<file path="src/rtl/noc_pkg.sv">
// Shared NoC link types and constants.
// Used by node_link_fifo and its testbench.
package noc_pkg;

    localparam int FLIT_W = 32;
    localparam int STAT_W = 32;

    typedef logic [FLIT_W-1:0] flit_t;

endpackage

</file>
<file path="src/rtl/link_fifo.sv">
// Register-based FIFO with wrap-around pointers and an occupancy count.
// DEPTH need not be a power of two; the pointers wrap explicitly at DEPTH-1.
module link_fifo #(
    parameter int W     = 32,
    parameter int DEPTH = 4
) (
    input  logic         clk,
    input  logic         rst,
    input  logic         push,
    input  logic [W-1:0] din,
    input  logic         pop,
    output logic [W-1:0] dout,
    output logic         full,
    output logic         empty
);

    localparam int PW = $clog2(DEPTH);
    localparam int CW = $clog2(DEPTH + 1);
    localparam logic [PW-1:0] LAST = PW'(DEPTH - 1);

    logic [W-1:0]  mem [DEPTH];
    logic [PW-1:0] rd_ptr;
    logic [PW-1:0] wr_ptr;
    logic [CW-1:0] count;
    logic          wr_en;
    logic          rd_en;

    function automatic logic [PW-1:0] next_ptr(input logic [PW-1:0] p);
        return (p == LAST) ? '0 : p + 1'b1;
    endfunction

    assign full  = (count == CW'(DEPTH));
    assign empty = (count == '0);
    // Guarded locally so the storage can never over- or under-run.
    assign wr_en = push && !full;
    assign rd_en = pop && !empty;
    assign dout  = mem[rd_ptr];

    always_ff @(posedge clk) begin
        if (wr_en) begin
            mem[wr_ptr] <= din;
        end
    end

    always_ff @(posedge clk) begin
        if (rst) begin
            rd_ptr <= '0;
            wr_ptr <= '0;
            count  <= '0;
        end else begin
            if (wr_en) begin
                wr_ptr <= next_ptr(wr_ptr);
            end
            if (rd_en) begin
                rd_ptr <= next_ptr(rd_ptr);
            end
            unique case ({wr_en, rd_en})
                2'b10:   count <= count + 1'b1;
                2'b01:   count <= count - 1'b1;
                default: count <= count;
            endcase
        end
    end

endmodule

</file>
<file path="src/rtl/node_link_fifo.sv">
// Buffered enable/ack link between two NoC nodes.
// Optional counters enabled by defining NODE_LINK_STATS_EN.
module node_link_fifo #(
    parameter int FLIT_W = noc_pkg::FLIT_W,
    parameter int DEPTH  = 4
) (
    input  logic              clk,
    input  logic              rst,
    input  logic [FLIT_W-1:0] down_flit,
    input  logic              down_enable,
    output logic              down_ack,
    output logic [FLIT_W-1:0] up_flit,
    output logic              up_enable,
    input  logic              up_ack
`ifdef NODE_LINK_STATS_EN
    ,
    output logic [noc_pkg::STAT_W-1:0] stat_xfer,
    output logic [noc_pkg::STAT_W-1:0] stat_stall
`endif
);

    import noc_pkg::*;

    logic push;
    logic pop;
    logic full;
    logic empty;

    // Ack depends on occupancy only, so a pop cannot free a slot in the same cycle.
    assign down_ack  = !rst && !full;
    assign up_enable = !empty;
    assign push      = down_enable && down_ack;
    assign pop       = up_enable && up_ack;

    link_fifo #(
        .W     (FLIT_W),
        .DEPTH (DEPTH)
    ) u_fifo (
        .clk   (clk),
        .rst   (rst),
        .push  (push),
        .din   (down_flit),
        .pop   (pop),
        .dout  (up_flit),
        .full  (full),
        .empty (empty)
    );

`ifdef NODE_LINK_STATS_EN
    always_ff @(posedge clk) begin
        if (rst) begin
            stat_xfer  <= '0;
            stat_stall <= '0;
        end else begin
            if (pop) begin
                stat_xfer <= stat_xfer + STAT_W'(1);
            end
            if (up_enable && !up_ack) begin
                stat_stall <= stat_stall + STAT_W'(1);
            end
        end
    end
`endif

endmodule

</file>
<file path="config.mk">
export PLATFORM = sky130hd
export DESIGN_NAME = node_link_fifo
export DESIGN_NICKNAME = d
export VERILOG_FILES = /design/src/rtl/noc_pkg.sv /design/src/rtl/link_fifo.sv /design/src/rtl/node_link_fifo.sv
export SDC_FILE = /design/constraint.sdc
export NUM_CORES = 1
export LEC_CHECK = 0
export ABC_CLOCK_PERIOD_IN_PS = 5550
export BUFFER_PORTS_ARGS = -buffer_cell sky130_fd_sc_hd__buf_2
export CAP_MARGIN = 30
export CORE_MARGIN = 10
export CORE_UTILIZATION = 35
export DETAILED_ROUTE_END_ITERATION = 10
export PLACE_DENSITY = 0.55
export SYNTH_ARGS = -nofsm -noshare
export SYNTH_HDL_FRONTEND = slang
export SYNTH_SLANG_ARGS = --single-unit
</file>
<file path="constraint.sdc">
create_clock -name clk -period 5.55 [get_ports clk]
set_input_delay 1.11 -clock clk [delete_from_list [all_inputs] [get_ports clk]]
set_output_delay 1.11 -clock clk [all_outputs]
set_load 0.05 [all_outputs]
</file>
==> qor.csv <==
stage,metric,value,unit
critical_path,reg2regPathDepth,9,
synthesis,synthCells,220,
run_status,status,"complete, no violations",
critical_path,critPathTopFamily,flip-flops,
detailed_routing,wire_per_inst,19.1,µm
clock_tree,htree_levels,4,
clock_tree,clkLatencyLatePin,0.41,ns
cells_and_area,drive_above_1_share,43.8,%
critical_path,slowest_delay,0.71,ns
cells_and_area,nNetsFinal,344,
synthesis,synth.distinct_cells,23,
sta,min_period_over_period,63.3,%
sta,worst_pin_slew,0.935,ns
synthesis,syn_nets,263,
synthesis,syn_avg_cell_area,23.5,µm²
detailed_routing,wl,9.48,mm
critical_path,regToRegSetupSlack,3.46,ns
run,drv_cap,0,
synthesis,yosys_warnings,0,
power_and_ir_drop,p_int,2.19,mW
critical_path,crit_required,4.44,ns
synthesis,synthArstFlopShare,0,%
sta,finalSetupTns,0,ns
power_and_ir_drop,p_clk_share,36.0,%
grt,grt_pass1_wl,14.5,mm
clock_tree,clkTransAtPathRegs,0.05,ns
sta,rsz0062_at_grt,no,
grt,antenna_found_initial,1,
cells_and_area,fin_area,0.00625,mm²
critical_path,path_buf_inv,2,
worst_hold_path,worstHoldPathType,reg -> reg,
synthesis,synthTopCellsByArea,"edfxtp_1 74%, mux4_2 13%, dfxtp_1 3.5%",
clock_tree,root_buffer,clkbuf_16,
synthesis,synth_flop_cell,edfxtp_1,
die,die_w,141,µm
detailed_routing,via_count,2360,
power_and_ir_drop,p_leak,2.13,nW
detailed_routing,avgViaCountPerCell,4.75,
power_and_ir_drop,comb_power_share,23.3,%
synthesis,yosysTopAreaCell,edfxtp_1,
detailed_routing,drc_errors,0,
critical_path,startpoint_type,flop,
detailed_routing,drt_iter0_drc,108,
critical_path,crit_path_end_kind,primary output,
placement,placement.io_buffers,69,
power_and_ir_drop,sequentialPowerShare,40.8,%
worst_hold_path,hold_path_depth,2,
placement,place_area,0.00566,mm²
die,rows,44,
placement,pre_cts_ws,2.39,ns
grt,grt_pass1_vias,2601,
synthesis,ys_top_cells_by_count,"128 x edfxtp_1, 30 x mux4_2, 9 x dfxtp_1, 8 x nor2_1, 7 x inv_1",
die,die_area,0.0200,mm²
sta,final_max_slew_viol_count,0,
critical_path,worstReg2RegStart,u_fifo.count[0]$_SDFFE_PP0P_,
power_and_ir_drop,p_switching,945,µW
sta,fin_crit,3.51,ns
clock_tree,post_cts_buffers,0,
placement,gp_routability_congestion,0.677,
grt,grt_overflow,0,
synthesis,ys_seq_elements,137,
synthesis,ys_seq_area_share,77.9,%
detailed_routing,dr.pass1.iters,4,
sta,setup_viol,0,
placement,detailed_place_hpwl,5.78,mm
sta,fmax,285,MHz
die,ios,70,
sta,setup_slack,2.04,ns
synthesis,yosysMostFrequentCell,edfxtp_1,
clock_tree,cts.hold.buffers_added,0,
synthesis,synth_edf_count,128,
critical_path,arrival,2.40,ns
power_and_ir_drop,ir_worst_vdd,0.230,mV
critical_path,cp_max_fo,17,
cells_and_area,syn2layout_area_growth,21.1,%
synthesis,synth_top_area_share,74.4,%
power_and_ir_drop,power_per_cell_area,502,mW/mm²
clock_tree,cts_tree,built,
placement,dp_cells,466,
clock_tree,clock_sinks,137,
grt,grt_usage,9.81,%
cells_and_area,antenna_cells,0,
die,die_h,141,µm
sta,skew,0.00257,ns
sta,hold_viol_final,0,
grt,grt_max_degree,33,
die,initial_core_util,35.7,%
critical_path,r2r_end,u_fifo.count[2]$_SDFFE_PP0P_,
worst_hold_path,worstHoldStart,u_fifo.rd_ptr[0]$_SDFFE_PP0N_,
power_and_ir_drop,netSwitchingFraction,30.1,%
critical_path,worstSetupPathType,reg -> out,
critical_path,worstPathCellList,buf_4 -> mux4_1 -> buf_2,
clock_tree,cts_made_buffers,17,
detailed_routing,postRouteAntennaNets,0,
sta,timing.slew.headroom,37.7,%
critical_path,slowest_stage,dfxtp_2,
cells_and_area,stdcell_count,497,
clock_tree,cts.repair.resized,0,
synthesis,synth_area,0.00516,mm²
die,core,0.0145,mm²
clock_tree,cts_max_path_buffers,2,
[cells by family (layout without fill, tap and decap cells)]
group	count (synthesis)	after routing	synth area share (%)
XOR/XNOR	2	2	0.339
multiplexers	35	35	14.7
AO/OA/AOI/OAI	7	7	1.11
buffers and inverters	15	108	2.28
adder cells (fa/ha/maj)	7	7	1.84
flip-flops	137	137	77.9
AND/OR/NAND/NOR	17	17	1.77
[metal layers]
layer  vias to the layer above  track usage (%)  wire length [µm]
li1                       1072                -                 -
met1                      1201             11.5              4100
met2                        68             15.1              4570
met3                        17             4.41               641
met4                         2             4.68               161
met5                         -                0                 7
[state kept, by name (all words and copies together), names as in the netlist, named ones only]
register and cells:
u_fifo.mem 128, u_fifo.count 3, u_fifo.rd_ptr 2, u_fifo.wr_ptr 2
[cell type report]
cell class	instances	area, µm²
clock buffer	20	437
timing repair buffer	70	353
multi-input combinational	68	1030
sequential	137	4030
fill	1266	8230
tap	184	230
inverter	7	26.3
clock inverter	11	154
[per-stage QoR]
stage / hold WS (ns) / power (mW) / util [%]
2_1_floorplan: 0.468 / 1.90 / -
3_3_place_gp: 0.479 / 2.04 / 39.1
3_5_place_dp: 0.487 / 2.05 / 39.1
4_1_cts: 0.496 / 3.18 / 43.2
5_1_grt: 0.500 / 3.26 / 43.2
6_report: 0.494 / 3.14 / 43.2
[placed cells by master (no fill, tap or decap)]
master      netlist  routed
a21oi_1           3       3
mux4_1            2       2
nand2_1           1       1
a21oi_2           1       1
dfxtp_1           9       7
clkinv_2          0       3
xor2_1            2       2
mux2_2            2       2
nor2_1            8       8
clkbuf_16         0      17
or3_1             3       3
clkbuf_1          0       3
nand2b_4          1       1
and2_2            0       4
fa_1              1       1
o31ai_2           1       1
buf_4             0       1
mux2i_1           1       1
o21ai_0           1       1
inv_1             7       7
clkinv_1          0       3
edfxtp_1        128     128
dfxtp_2           0       2
ha_1              6       6
buf_2             4      69
bufinv_16         0       4
mux4_2           30      30
clkinvlp_4        0       1
a21oi_4           1       1
[power by group through the flow]
stage	Combinational [mW]	Sequential, mW	Clock [mW]
after floorplan	0.647	1.26	0
after global placement	0.736	1.30	0
after detailed placement	0.742	1.30	0
after CTS	0.744	1.28	1.15
after global routing	0.774	1.29	1.20
final	0.730	1.28	1.13
[worst max path at each step]
stage               from           to  slack (ns)  cells past startpoint
finish              flop  up_flit[26]        2.04                      3
global route        flop  up_flit[26]        1.87                      3
CTS                 flop  up_flit[26]        1.94                      3
detailed placement  flop  up_flit[26]        2.39                      3
global placement    flop  up_flit[26]        2.38                      3
floorplan            rst     down_ack        2.41                      2
[worst reg2reg max path: stages, from the launching register on]
cell and delay [ns]:
dfxtp_1 0.36, nor2_1 0.26, a21oi_4 0.12, inv_1 0.08, ha_1 0.18, inv_1 0.06, fa_1 0.38, xor2_1 0.16
or3_1 0.30, a21oi_1 0.13
No activity file was read; power rests on OpenSTA's default activity.
